## src/rtl/wb_csr_seq_pkg.sv

```systemverilog
`default_nettype none
//==============================================================================
// wb_csr_seq_pkg : shared sysconfig constants (trap CSR map, mask bits, NOP)
// Revision 1.0
//==============================================================================
package wb_csr_seq_pkg;

  localparam logic [11:0] CSR_MSTATUS = 12'h300;
  localparam logic [11:0] CSR_MTVEC   = 12'h305;
  localparam logic [11:0] CSR_MEPC    = 12'h341;
  localparam logic [11:0] CSR_MCAUSE  = 12'h342;
  localparam logic [11:0] CSR_MTVAL   = 12'h343;

  localparam int unsigned PB_GEN     = 0;
  localparam int unsigned PB_MSTATUS = 1;
  localparam int unsigned PB_MEPC    = 2;
  localparam int unsigned PB_MCAUSE  = 3;
  localparam int unsigned PB_MTVAL   = 4;
  localparam int unsigned PB_MTVEC   = 5;
  localparam int unsigned NUM_PB     = 6;

  localparam logic [31:0] INST_NOP = 32'h0000_0013;

  typedef enum logic [0:0] {
    ST_IDLE  = 1'b0,
    ST_ISSUE = 1'b1
  } seq_state_t;

  function automatic logic [2:0] popcount6(input logic [5:0] m);
    logic [2:0] c;
    c = 3'd0;
    for (int i = 0; i < 6; i++) begin
      c = c + {2'b00, m[i]};
    end
    return c;
  endfunction

endpackage
`default_nettype wire

```

## src/rtl/wb_csr_seq_pick_lowest6.sv

```systemverilog
`default_nettype none
//==============================================================================
// pick_lowest6 : lowest-set-bit priority encoder for the pending write mask
// Revision 1.0
//==============================================================================
module pick_lowest6 (
  input  logic [5:0] i_mask,
  output logic [2:0] o_idx,
  output logic [5:0] o_onehot,
  output logic       o_valid
);

  // Scan high to low so the lowest set bit is the last one written.
  always_comb begin
    o_idx    = 3'd0;
    o_onehot = 6'd0;
    for (int i = 5; i >= 0; i--) begin
      if (i_mask[i]) begin
        o_idx    = 3'(i);
        o_onehot = 6'd1 << i;
      end
    end
    o_valid = |i_mask;
  end

endmodule
`default_nettype wire

```

## src/rtl/wb_csr_seq.sv

```systemverilog
`default_nettype none
//==============================================================================
// wb_csr_seq : sequences one MEM/WB entry into single GPR and CSR write ports
// Revision 1.0
//==============================================================================
module wb_csr_seq
  import wb_csr_seq_pkg::*;
#(
  parameter int XLEN   = 64,
  parameter int CSR_AW = 12,
  parameter int RAW    = 5,
  parameter int ILEN   = 32
) (
  input  logic              clk,
  input  logic              rst,
  input  logic              wb_valid_i,
  input  logic              flush_i,
  output logic              stall_o,
  input  logic [XLEN-1:0]   pc_i,
  input  logic [ILEN-1:0]   inst_i,
  input  logic [RAW-1:0]    rd_addr_i,
  input  logic [XLEN-1:0]   mem_data_i,
  input  logic              csr_valid_i,
  input  logic [CSR_AW-1:0] csr_addr_i,
  input  logic [XLEN-1:0]   csr_data_i,
  input  logic              mstatus_wvalid_i,
  input  logic              mepc_wvalid_i,
  input  logic              mcause_wvalid_i,
  input  logic              mtval_wvalid_i,
  input  logic              mtvec_wvalid_i,
  input  logic [XLEN-1:0]   mstatus_wdata_i,
  input  logic [XLEN-1:0]   mepc_wdata_i,
  input  logic [XLEN-1:0]   mcause_wdata_i,
  input  logic [XLEN-1:0]   mtval_wdata_i,
  input  logic [XLEN-1:0]   mtvec_wdata_i,
  output logic              gpr_wen_o,
  output logic [RAW-1:0]    gpr_waddr_o,
  output logic [XLEN-1:0]   gpr_wdata_o,
  output logic              csr_wen_o,
  output logic [CSR_AW-1:0] csr_waddr_o,
  output logic [XLEN-1:0]   csr_wdata_o,
  output logic              commit_valid_o,
  output logic [XLEN-1:0]   commit_pc_o,
  output logic [ILEN-1:0]   commit_inst_o,
  output logic [63:0]       commit_cnt_o
);

  seq_state_t        r_state;
  seq_state_t        w_state_nxt;
  logic [5:0]        r_pend;
  logic [5:0]        w_pend_nxt;
  logic              r_first;

  logic [XLEN-1:0]   r_pc;
  logic [ILEN-1:0]   r_inst;
  logic [RAW-1:0]    r_rd;
  logic [XLEN-1:0]   r_mem;
  logic [CSR_AW-1:0] r_gen_addr;
  logic [XLEN-1:0]   r_csr_dat [NUM_PB];
  logic [CSR_AW-1:0] r_csr_waddr;
  logic [XLEN-1:0]   r_csr_wdata;
  logic [63:0]       r_cnt;

  logic [5:0]        w_mask_in;
  logic [CSR_AW-1:0] w_addr_tab [NUM_PB];
  logic [2:0]        w_idx;
  logic [5:0]        w_onehot;
  logic              w_any;
  logic [2:0]        w_pend_cnt;
  logic              w_in_issue;
  logic              w_issue;
  logic              w_commit;
  logic              w_capture;

  pick_lowest6 u_pick (
    .i_mask   (r_pend),
    .o_idx    (w_idx),
    .o_onehot (w_onehot),
    .o_valid  (w_any)
  );

  assign w_pend_cnt = popcount6(r_pend);
  assign stall_o    = (w_pend_cnt >= 3'd2);
  assign w_capture  = wb_valid_i & ~flush_i & ~stall_o;
  assign w_in_issue = (r_state == ST_ISSUE);
  assign w_issue    = w_in_issue & w_any;
  // The entry retires on its last CSR write, or immediately when it has none.
  assign w_commit   = w_in_issue & (w_pend_cnt <= 3'd1);

  always_comb begin
    w_mask_in             = 6'd0;
    w_mask_in[PB_GEN]     = csr_valid_i;
    w_mask_in[PB_MSTATUS] = mstatus_wvalid_i;
    w_mask_in[PB_MEPC]    = mepc_wvalid_i;
    w_mask_in[PB_MCAUSE]  = mcause_wvalid_i;
    w_mask_in[PB_MTVAL]   = mtval_wvalid_i;
    w_mask_in[PB_MTVEC]   = mtvec_wvalid_i;

    w_addr_tab[PB_GEN]     = r_gen_addr;
    w_addr_tab[PB_MSTATUS] = CSR_AW'(CSR_MSTATUS);
    w_addr_tab[PB_MEPC]    = CSR_AW'(CSR_MEPC);
    w_addr_tab[PB_MCAUSE]  = CSR_AW'(CSR_MCAUSE);
    w_addr_tab[PB_MTVAL]   = CSR_AW'(CSR_MTVAL);
    w_addr_tab[PB_MTVEC]   = CSR_AW'(CSR_MTVEC);
  end

  always_comb begin
    w_state_nxt    = r_state;
    w_pend_nxt     = r_pend;
    gpr_wen_o      = 1'b0;
    csr_wen_o      = 1'b0;
    csr_waddr_o    = r_csr_waddr;
    csr_wdata_o    = r_csr_wdata;
    commit_valid_o = 1'b0;

    if (w_in_issue) begin
      w_pend_nxt     = r_pend & ~w_onehot;
      gpr_wen_o      = r_first & (r_rd != '0);
      commit_valid_o = w_commit;
      if (w_any) begin
        csr_wen_o   = 1'b1;
        csr_waddr_o = w_addr_tab[w_idx];
        csr_wdata_o = r_csr_dat[w_idx];
      end
    end

    // A capture may land in the same cycle the previous entry's last write issues.
    if (w_capture) begin
      w_state_nxt = ST_ISSUE;
      w_pend_nxt  = w_mask_in;
    end else if (w_in_issue && (w_pend_nxt == 6'd0)) begin
      w_state_nxt = ST_IDLE;
    end
  end

  always_ff @(posedge clk or negedge rst) begin
    if (!rst) begin
      r_state <= ST_IDLE;
      r_pend  <= 6'd0;
      r_first <= 1'b0;
    end else begin
      r_state <= w_state_nxt;
      r_pend  <= w_pend_nxt;
      r_first <= w_capture;
    end
  end

  always_ff @(posedge clk or negedge rst) begin
    if (!rst) begin
      r_pc        <= '0;
      r_inst      <= ILEN'(INST_NOP);
      r_rd        <= '0;
      r_mem       <= '0;
      r_gen_addr  <= '0;
      for (int i = 0; i < NUM_PB; i++) begin
        r_csr_dat[i] <= '0;
      end
      r_csr_waddr <= '0;
      r_csr_wdata <= '0;
      r_cnt       <= 64'd0;
    end else begin
      if (w_capture) begin
        r_pc                  <= pc_i;
        r_inst                <= inst_i;
        r_rd                  <= rd_addr_i;
        r_mem                 <= mem_data_i;
        r_gen_addr            <= csr_addr_i;
        r_csr_dat[PB_GEN]     <= csr_data_i;
        r_csr_dat[PB_MSTATUS] <= mstatus_wdata_i;
        r_csr_dat[PB_MEPC]    <= mepc_wdata_i;
        r_csr_dat[PB_MCAUSE]  <= mcause_wdata_i;
        r_csr_dat[PB_MTVAL]   <= mtval_wdata_i;
        r_csr_dat[PB_MTVEC]   <= mtvec_wdata_i;
      end
      if (w_issue) begin
        r_csr_waddr <= csr_waddr_o;
        r_csr_wdata <= csr_wdata_o;
      end
      if (w_commit) begin
        r_cnt <= r_cnt + 64'd1;
      end
    end
  end

  assign gpr_waddr_o   = r_rd;
  assign gpr_wdata_o   = r_mem;
  assign commit_pc_o   = r_pc;
  assign commit_inst_o = r_inst;
  assign commit_cnt_o  = r_cnt;

endmodule
`default_nettype wire

```

## config.mk

```make
export PLATFORM = sky130hd
export DESIGN_NAME = wb_csr_seq
export DESIGN_NICKNAME = d
export VERILOG_FILES = /design/src/rtl/wb_csr_seq_pkg.sv /design/src/rtl/wb_csr_seq_pick_lowest6.sv /design/src/rtl/wb_csr_seq.sv
export SDC_FILE = /design/constraint.sdc
export NUM_CORES = 2
export LEC_CHECK = 0
export ABC_CLOCK_PERIOD_IN_PS = 6500
export CORE_AREA = 2 2 347 349
export CTS_BUF_LIST = sky130_fd_sc_hd__clkbuf_16
export DETAILED_ROUTE_END_ITERATION = 10
export DIE_AREA = 0 0 349 351
export HOLD_SLACK_MARGIN = 0.15
export PLACE_DENSITY = 0.55
export RECOVER_POWER = 50
export SLEW_MARGIN = 25
export SYNTH_ARGS = -nofsm -noshare
export SYNTH_HDL_FRONTEND = slang
export SYNTH_SLANG_ARGS = --single-unit
```

## constraint.sdc

```tcl
create_clock -name clk -period 6.5 [get_ports clk]
set_input_delay 0.65 -clock clk [delete_from_list [all_inputs] [get_ports clk]]
set_output_delay 0.65 -clock clk [all_outputs]
set_load 0.03 [all_outputs]
```

### After elaboration in Yosys (flattened, before gate mapping)

Cells that the tools add are included.

* add/subtract/negate cells: 6
* magnitude comparators: 3
* multiplexer cells: 30
* bitwise operators: 10
* reductions and logical operators: 5

Operators with widths (number)
* $mux W64: 4
* $bmux W64 S3: 1
* $add A64 B1 Y64 const B: 1
* $mux W12: 4
* $mux W6: 8
* $bmux W12 S3: 1
* $mux W3: 6
* $add A3 B1 Y3: 3
* $and A6 B6 Y6: 1
* $logic_not A6 Y1: 1
* $mux W1: 6
* $not A6 Y6: 1
* $reduce_or A6 Y1: 1
* $and A1 B1 Y1: 5
* $reduce_bool A5 Y1: 1
* $ge A4 B4 Y1 const B: 1
* $not A3 Y4: 1
* $add A2 B1 Y3: 1
* $ge A3 B2 Y1 const B: 1
* $le A3 B1 Y1 const B: 1
* $add A1 B1 Y2: 1
* $not A1 Y1: 2
* $reduce_bool A2 Y1: 1
* $logic_and A1 B1 Y1: 1

* bits in registers: 709
* logic and storage cells: 71

### Logic depth before layout (Yosys ltp)

* depth in word-level cells: 13
* gate-level depth with buffers: 13
* gate-level depth less buffers: 10

### Hierarchy

From an unflattened synthesis, not the netlist that was laid out.

* cells, all modules: 2099
* area total of the unflattened synthesis: 30145.2 µm²

By module, submodules not included
* wb_csr_seq: instances 1, cells each 2082, area each 30051.3 µm², seq. area each 17745.8 µm²
* pick_lowest6: instances 1, cells each 17, area each 93.8 µm², seq. area each 0.0 µm²

### Worst setup path after synthesis

No wires, ideal clock.

* path kind: flip-flop to flip-flop
* start point: reg r_pend[0]
* end point: reg r_inst[10], in the netlist commit_inst_o[10]
* setup time: 0.125 ns
* arrival: 3.479 ns
* data required time: 6.375 ns
* slack: 2.896 ns
* cell stages (with the launch flop): 13
* period minus slack after synthesis: 3.604 ns
* cells stage by stage: dfrtp_1 > fa_1 > inv_1 > fa_1 > nor2_1 > fa_1 > nor2_1 > inv_1 > nor3b_1 > buf_2 > clkbuf_1 > buf_2 > mux2_2

* cells in the longest elaborated chain, start to end: 8

Ends and longest elaborated chain
* from (decl): line wb_csr_seq.sv:50 `logic [5:0] r_pend;`
* from (signal assigned): line wb_csr_seq.sv:143 `r_pend <= w_pend_nxt;`
* $add A1 B1 Y2: line wb_csr_seq_pkg.sv:33 `c = c + {2'b00, m[i]};`
* $add A2 B1 Y3: line wb_csr_seq_pkg.sv:33
* $add A3 B1 Y3 (3 in a row): line wb_csr_seq_pkg.sv:33
* $ge A3 B2 Y1: line wb_csr_seq.sv:83 `assign stall_o = (w_pend_cnt >= 3'd2);`
* via stall_o: line wb_csr_seq.sv:18 `output logic stall_o,`
* $not A1 Y1: line wb_csr_seq.sv:84 `assign w_capture = wb_valid_i & ~flush_i & ~stall_o;`
* $and A1 B1 Y1: line wb_csr_seq.sv:84
* to (signal assigned): line wb_csr_seq.sv:151 `r_inst <= ILEN'(INST_NOP);`
* to (signal assigned): line wb_csr_seq.sv:164 `r_inst <= inst_i;`
* to (decl): line wb_csr_seq.sv:55 `logic [ILEN-1:0] r_inst;`

The timed path passes the listed nets, and every way through them passes these cells.
A chain may end at the register's enable or synchronous reset.

### Worst setup path after layout

* start point: reg r_pend[0]
* end point: out csr_wdata_o[62]

* cells in the longest elaborated chain, start to end: 7
* elaborated cells on any way between the ends: 8
* those cells by class: mux: 6; bitwise: 1; reduce/logical: 1

Ends and longest elaborated chain
* $mux W3: line wb_csr_seq_pick_lowest6.sv:18 `if (i_mask[i]) begin`
* $not A3 Y4 (not written as such): line wb_csr_seq.sv:123 `csr_wdata_o = r_csr_dat[w_idx];`
* $bmux W64 S3: line wb_csr_seq.sv:123
* $mux W64 (not written as such) (2 in a row): line wb_csr_seq.sv:123
* $mux W64 (*): line wb_csr_seq.sv:120 `if (w_any) begin`
* $mux W64 (*): line wb_csr_seq.sv:116 `if (w_in_issue) begin`
* to (decl): line wb_csr_seq.sv:41 `output logic [XLEN-1:0] csr_wdata_o,`

Every way passes the cells marked *; elsewhere a longest branch is shown, timed or not. The select of a mux whose other input is x is not followed.

==> flow_summary_export.csv <==
group,metric,value,unit
clock_tree,htreeDepth,3,
timing,fin_skew,0.0247,ns
clock_tree,clock_sinks,709,
worst_setup_path,crit_path_end_kind,"output pin",
worst_setup_path,r2r_end,"r_csr_dat[22]",
timing,setup_tns,0,ns
final_layout,layout_commonest_cell,"clkdlybuf4s50_1",
clock_tree,clkTransAtPathRegs,0.06,ns
hold_path,min_path_type,"reg2reg",
timing,maxSlewViolCount,438,
power_and_ir_drop,p_leak,17.8,nW
logic_synthesis,yosys_warnings,0,
logic_synthesis,synth-edff-count,0,
detailed_routing,drtPass1Iterations,5,
detailed_routing,drt_iter0_drc,1392,
clock_tree,clockBufferDepth,3,
place,portBuffers,879,
detailed_routing,viasPerCell,4.80,
worst_setup_path,slowest_stage,"dfrtp_1",
global_routing,antenna_found_initial,49,
logic_synthesis,synth-adder-area-share,0.00317,
timing,rsz0062_at_grt,"false",
worst_setup_path,critPathLaunchType,"flip-flop",
logic_synthesis,synth-xor-area-share,0.0179,
hold_path,holdCritStartpoint,"commit_cnt_o[63]",
logic_synthesis,synth_compound_area_frac,0.0822,
logic_synthesis,muxShareOfSynthArea,0.232,
floorplanning,die_x,349,um
logic_synthesis,synthFlopType,"dfrtp_1",
clock_tree,cts_buffers,87,
clock_tree,cts_tree,"built",
place,dp_cells,4638,
worst_setup_path,r2r-start,"r_pend[0]",
worst_setup_path,ff2ff_setup_slack,1.78,ns
detailed_routing,num_vias,23100,
global_routing,grt_pass1_vias,23900,
place,dp_hpwl,88400,um
logic_synthesis,postSynthAreaPerCell,13.1,um^2
place,gp_congestion,0.809,
timing,final.period_utilization,0.818,
worst_setup_path,cp_cell_sequence,"inv_1 > buf_4 > ha_1 > a31o_4 > inv_6 > buf_4 > nor2_1 > a31oi_1 > clkdlybuf4s50_1",
logic_synthesis,ys_ff_latch,709,
final_layout,multi_input_area,0.0123,mm^2
global_routing,grt_max_degree,159,
worst_setup_path,worst_path_most_repeated_cell,"buf_4",
worst_setup_path,crit_fanout,69,
final_layout,seqCellArea,0.0177,mm^2
global_routing,grt_pass1_wl,173000,um
final_layout,finalNonFillerCells,4822,
detailed_routing,route.met2.wl,61600,um
final_layout,final_cell_mix,"clkdlybuf4s50_1 (722), dfrtp_1 (705), mux2_2 (586)",
logic_synthesis,synth_top_family_by_area,"multiplexers",
detailed_routing,wl_met3,9560,um
worst_setup_path,cp_data_required_time,5.85,ns
global_routing,grt_overflow_total,0,
floorplanning,core,0.119,mm^2
logic_synthesis,synthesis.area,0.0308,mm^2
global_routing,grt_usage,0.195,
timing,setup_viol,0,
logic_synthesis,seq_area_frac_synth,0.577,
power_and_ir_drop,max-vdd-ir-drop,0.000305,V
clock_tree,cts-root-buf,"clkbuf_16",
timing,fmax,0.188,GHz
floorplanning,die_y,351,um
job,max_cap_violations,4,
logic_synthesis,synth_cell_types,63,
floorplanning,io_pins,880,
final_layout,fin_nets,3758,
clock_tree,worst_skew_pair.late_latency,0.67,ns
logic_synthesis,netlist_instances,2341,
detailed_routing,wl_per_cell,25.4,um
floorplanning,rows,127,
detailed_routing,wl_met1,48100,um
power_and_ir_drop,cellPowerDensity,561,mW/mm^2
floorplanning,initial_core_util,0.258,
floorplanning,die-area,0.122,mm^2
worst_setup_path,critPathKind,"reg2out",
final_layout,fillCellCount,11700,
worst_setup_path,cpPeakStageDelay,0.79,ns
logic_synthesis,syn-num-nets,2918,
detailed_routing,drc_errors,0,
logic_synthesis,synthSimpleGateAreaFrac,0.0613,
timing,maxSlewHeadroom,-0.866,
worst_setup_path,r2r_cells,11,
worst_setup_path,worstPathArrival,4.66,ns
run_status,violations,"capacitance limit, slew limit",
timing,hold_viol_final,0,
timing,worst_slew_pin_slew,2.80,ns
final_layout,final_layout_size_suffix_gt1_frac,0.240,
detailed_routing,ant_nets,0,
detailed_routing,route.top_layer_used,"met5",
run_status,outcome,"finished with violations",
timing,fin_crit,5.31,ns
clock_tree,post-cts-setup-buffers,0,
final_layout,area_growth,42.9,%
logic_synthesis,async_reset_ff_frac,1.00,
hold_path,hold_end,"commit_cnt_o[63]",
detailed_routing,wirelength,122000,um
hold_path,min_path_cells,1,
==> cell families (layout without fill, tap and decap cells) <==
logic type                 count (synthesis)  count (layout)
buffers and inverters                    182            1093
and+or+nand+nor                          368             368
muxes                                    639             639
other                                      0              22
AOI/OAI and AO/OA                        374             374
xor gates and xnor gates                  63              63
DFF                                      709             709
adders and majority gates                  6               6
==> area by class of cell <==
cell class	instances	area share
Antenna cell	22	0.00125
Clock buffer	87	0.0495
Clock inverter	73	0.0125
Inverter	20	0.00182
Multi-Input combinational cell	1450	0.280
Sequential cell	709	0.404
Tap cell	1548	0.0441
Timing Repair Buffer	913	0.207
==> worst max path at each step <==
| stage | start | endpoint | slack [ns] | cells past startpoint |
|---|---|---|---|---|
| CTS | r_pend[4] | csr_wdata_o[62] | 1.08 | 8 |
| floorplan | r_pend[0] | commit_inst_o[10] | 2.90 | 12 |
| global route | rst | commit_pc_o[11] | 0.50 | 3 |
| detailed placement | r_pend[0] | r_csr_dat[22] | 1.79 | 11 |
| finish | r_pend[0] | csr_wdata_o[62] | 1.19 | 9 |
| global placement | r_pend[0] | csr_wdata_o[7] | 1.61 | 8 |
==> power by group <==
part / total [mW] / leakage, nW / internal (mW) / switching (mW)
logic: 12.2 / 7.89 / 5.35 / 6.86
registers: 7.68 / 8.50 / 6.55 / 1.13
clock network: 4.75 / 1.42 / 2.72 / 2.04
total: 24.6 / 17.8 / 14.6 / 10.0
==> cells in the mapped netlist (6+ instances only) <==
cell	n	area [um^2]
nand2_1	71	267
o21ai_0	90	450
nand2b_1	15	93.8
mux2i_1	53	531
a211o_1	39	342
buf_1	13	48.8
a21oi_1	6	30.0
a22o_1	12	105
a31oi_1	81	507
o22ai_1	25	156
a22oi_1	14	105
mux2_2	586	6600
nand4_1	15	93.8
o2111ai_1	13	114
nor2_1	106	398
clkbuf_1	61	229
nor4_1	9	56.3
xnor2_1	32	280
buf_2	80	400
nor3_1	13	65.1
nand3_1	97	485
xor2_1	31	272
o211ai_1	78	586
dfrtp_1	706	17700
inv_1	19	71.3
==> stage by stage <==
step | hold slack, ns | cell area [um^2] | utilization | power [mW] | worst slack, ns
2_1_floorplan | 0.354 | 30800 | - | 15.3 | 2.90
6_report | 0.482 | 44000 | 0.369 | 24.6 | 1.19
5_1_grt | 0.502 | 43900 | 0.369 | 26.1 | 0.497
3_3_place_gp | 0.473 | 41200 | 0.346 | 20.1 | 1.61
3_5_place_dp | 0.473 | 41200 | 0.346 | 20.3 | 1.79
4_1_cts | 0.486 | 43900 | 0.369 | 25.2 | 1.08
==> flip-flops by register name (all words and copies together) (netlist names) <==
name           cells
commit_cnt_o      64
commit_inst_o     32
commit_pc_o       64
gpr_waddr_o        5
gpr_wdata_o       64
r_csr_dat        384
r_csr_waddr       12
r_csr_wdata       64
r_first            1
r_gen_addr        12
r_pend             6
r_state            1
==> timing repair <==
item | 4_1_cts | 5_1_grt
hold buffers | 1 | 0
resized for setup | 0 | 0
endpoints found under the hold margin | 97 | 0
==> routing by layer <==
layer,GRT usage,vias up
li1,-,10300
met5,0,-
met1,0.232,11800
met2,0.338,790
met4,0.0488,28
met3,0.0638,190
==> worst max-delay path: cells and delay by family, from the launching register on <==
| kind | cells | cell delay [ns] |
|---|---|---|
| and+or+nand+nor | 1 | 0.11 |
| AOI/OAI and AO/OA | 2 | 0.58 |
| buffers and inverters | 5 | 2.26 |
| DFF | 1 | 0.79 |
| adders and majority gates | 1 | 0.24 |
Power figures use the tool's default switching activity.
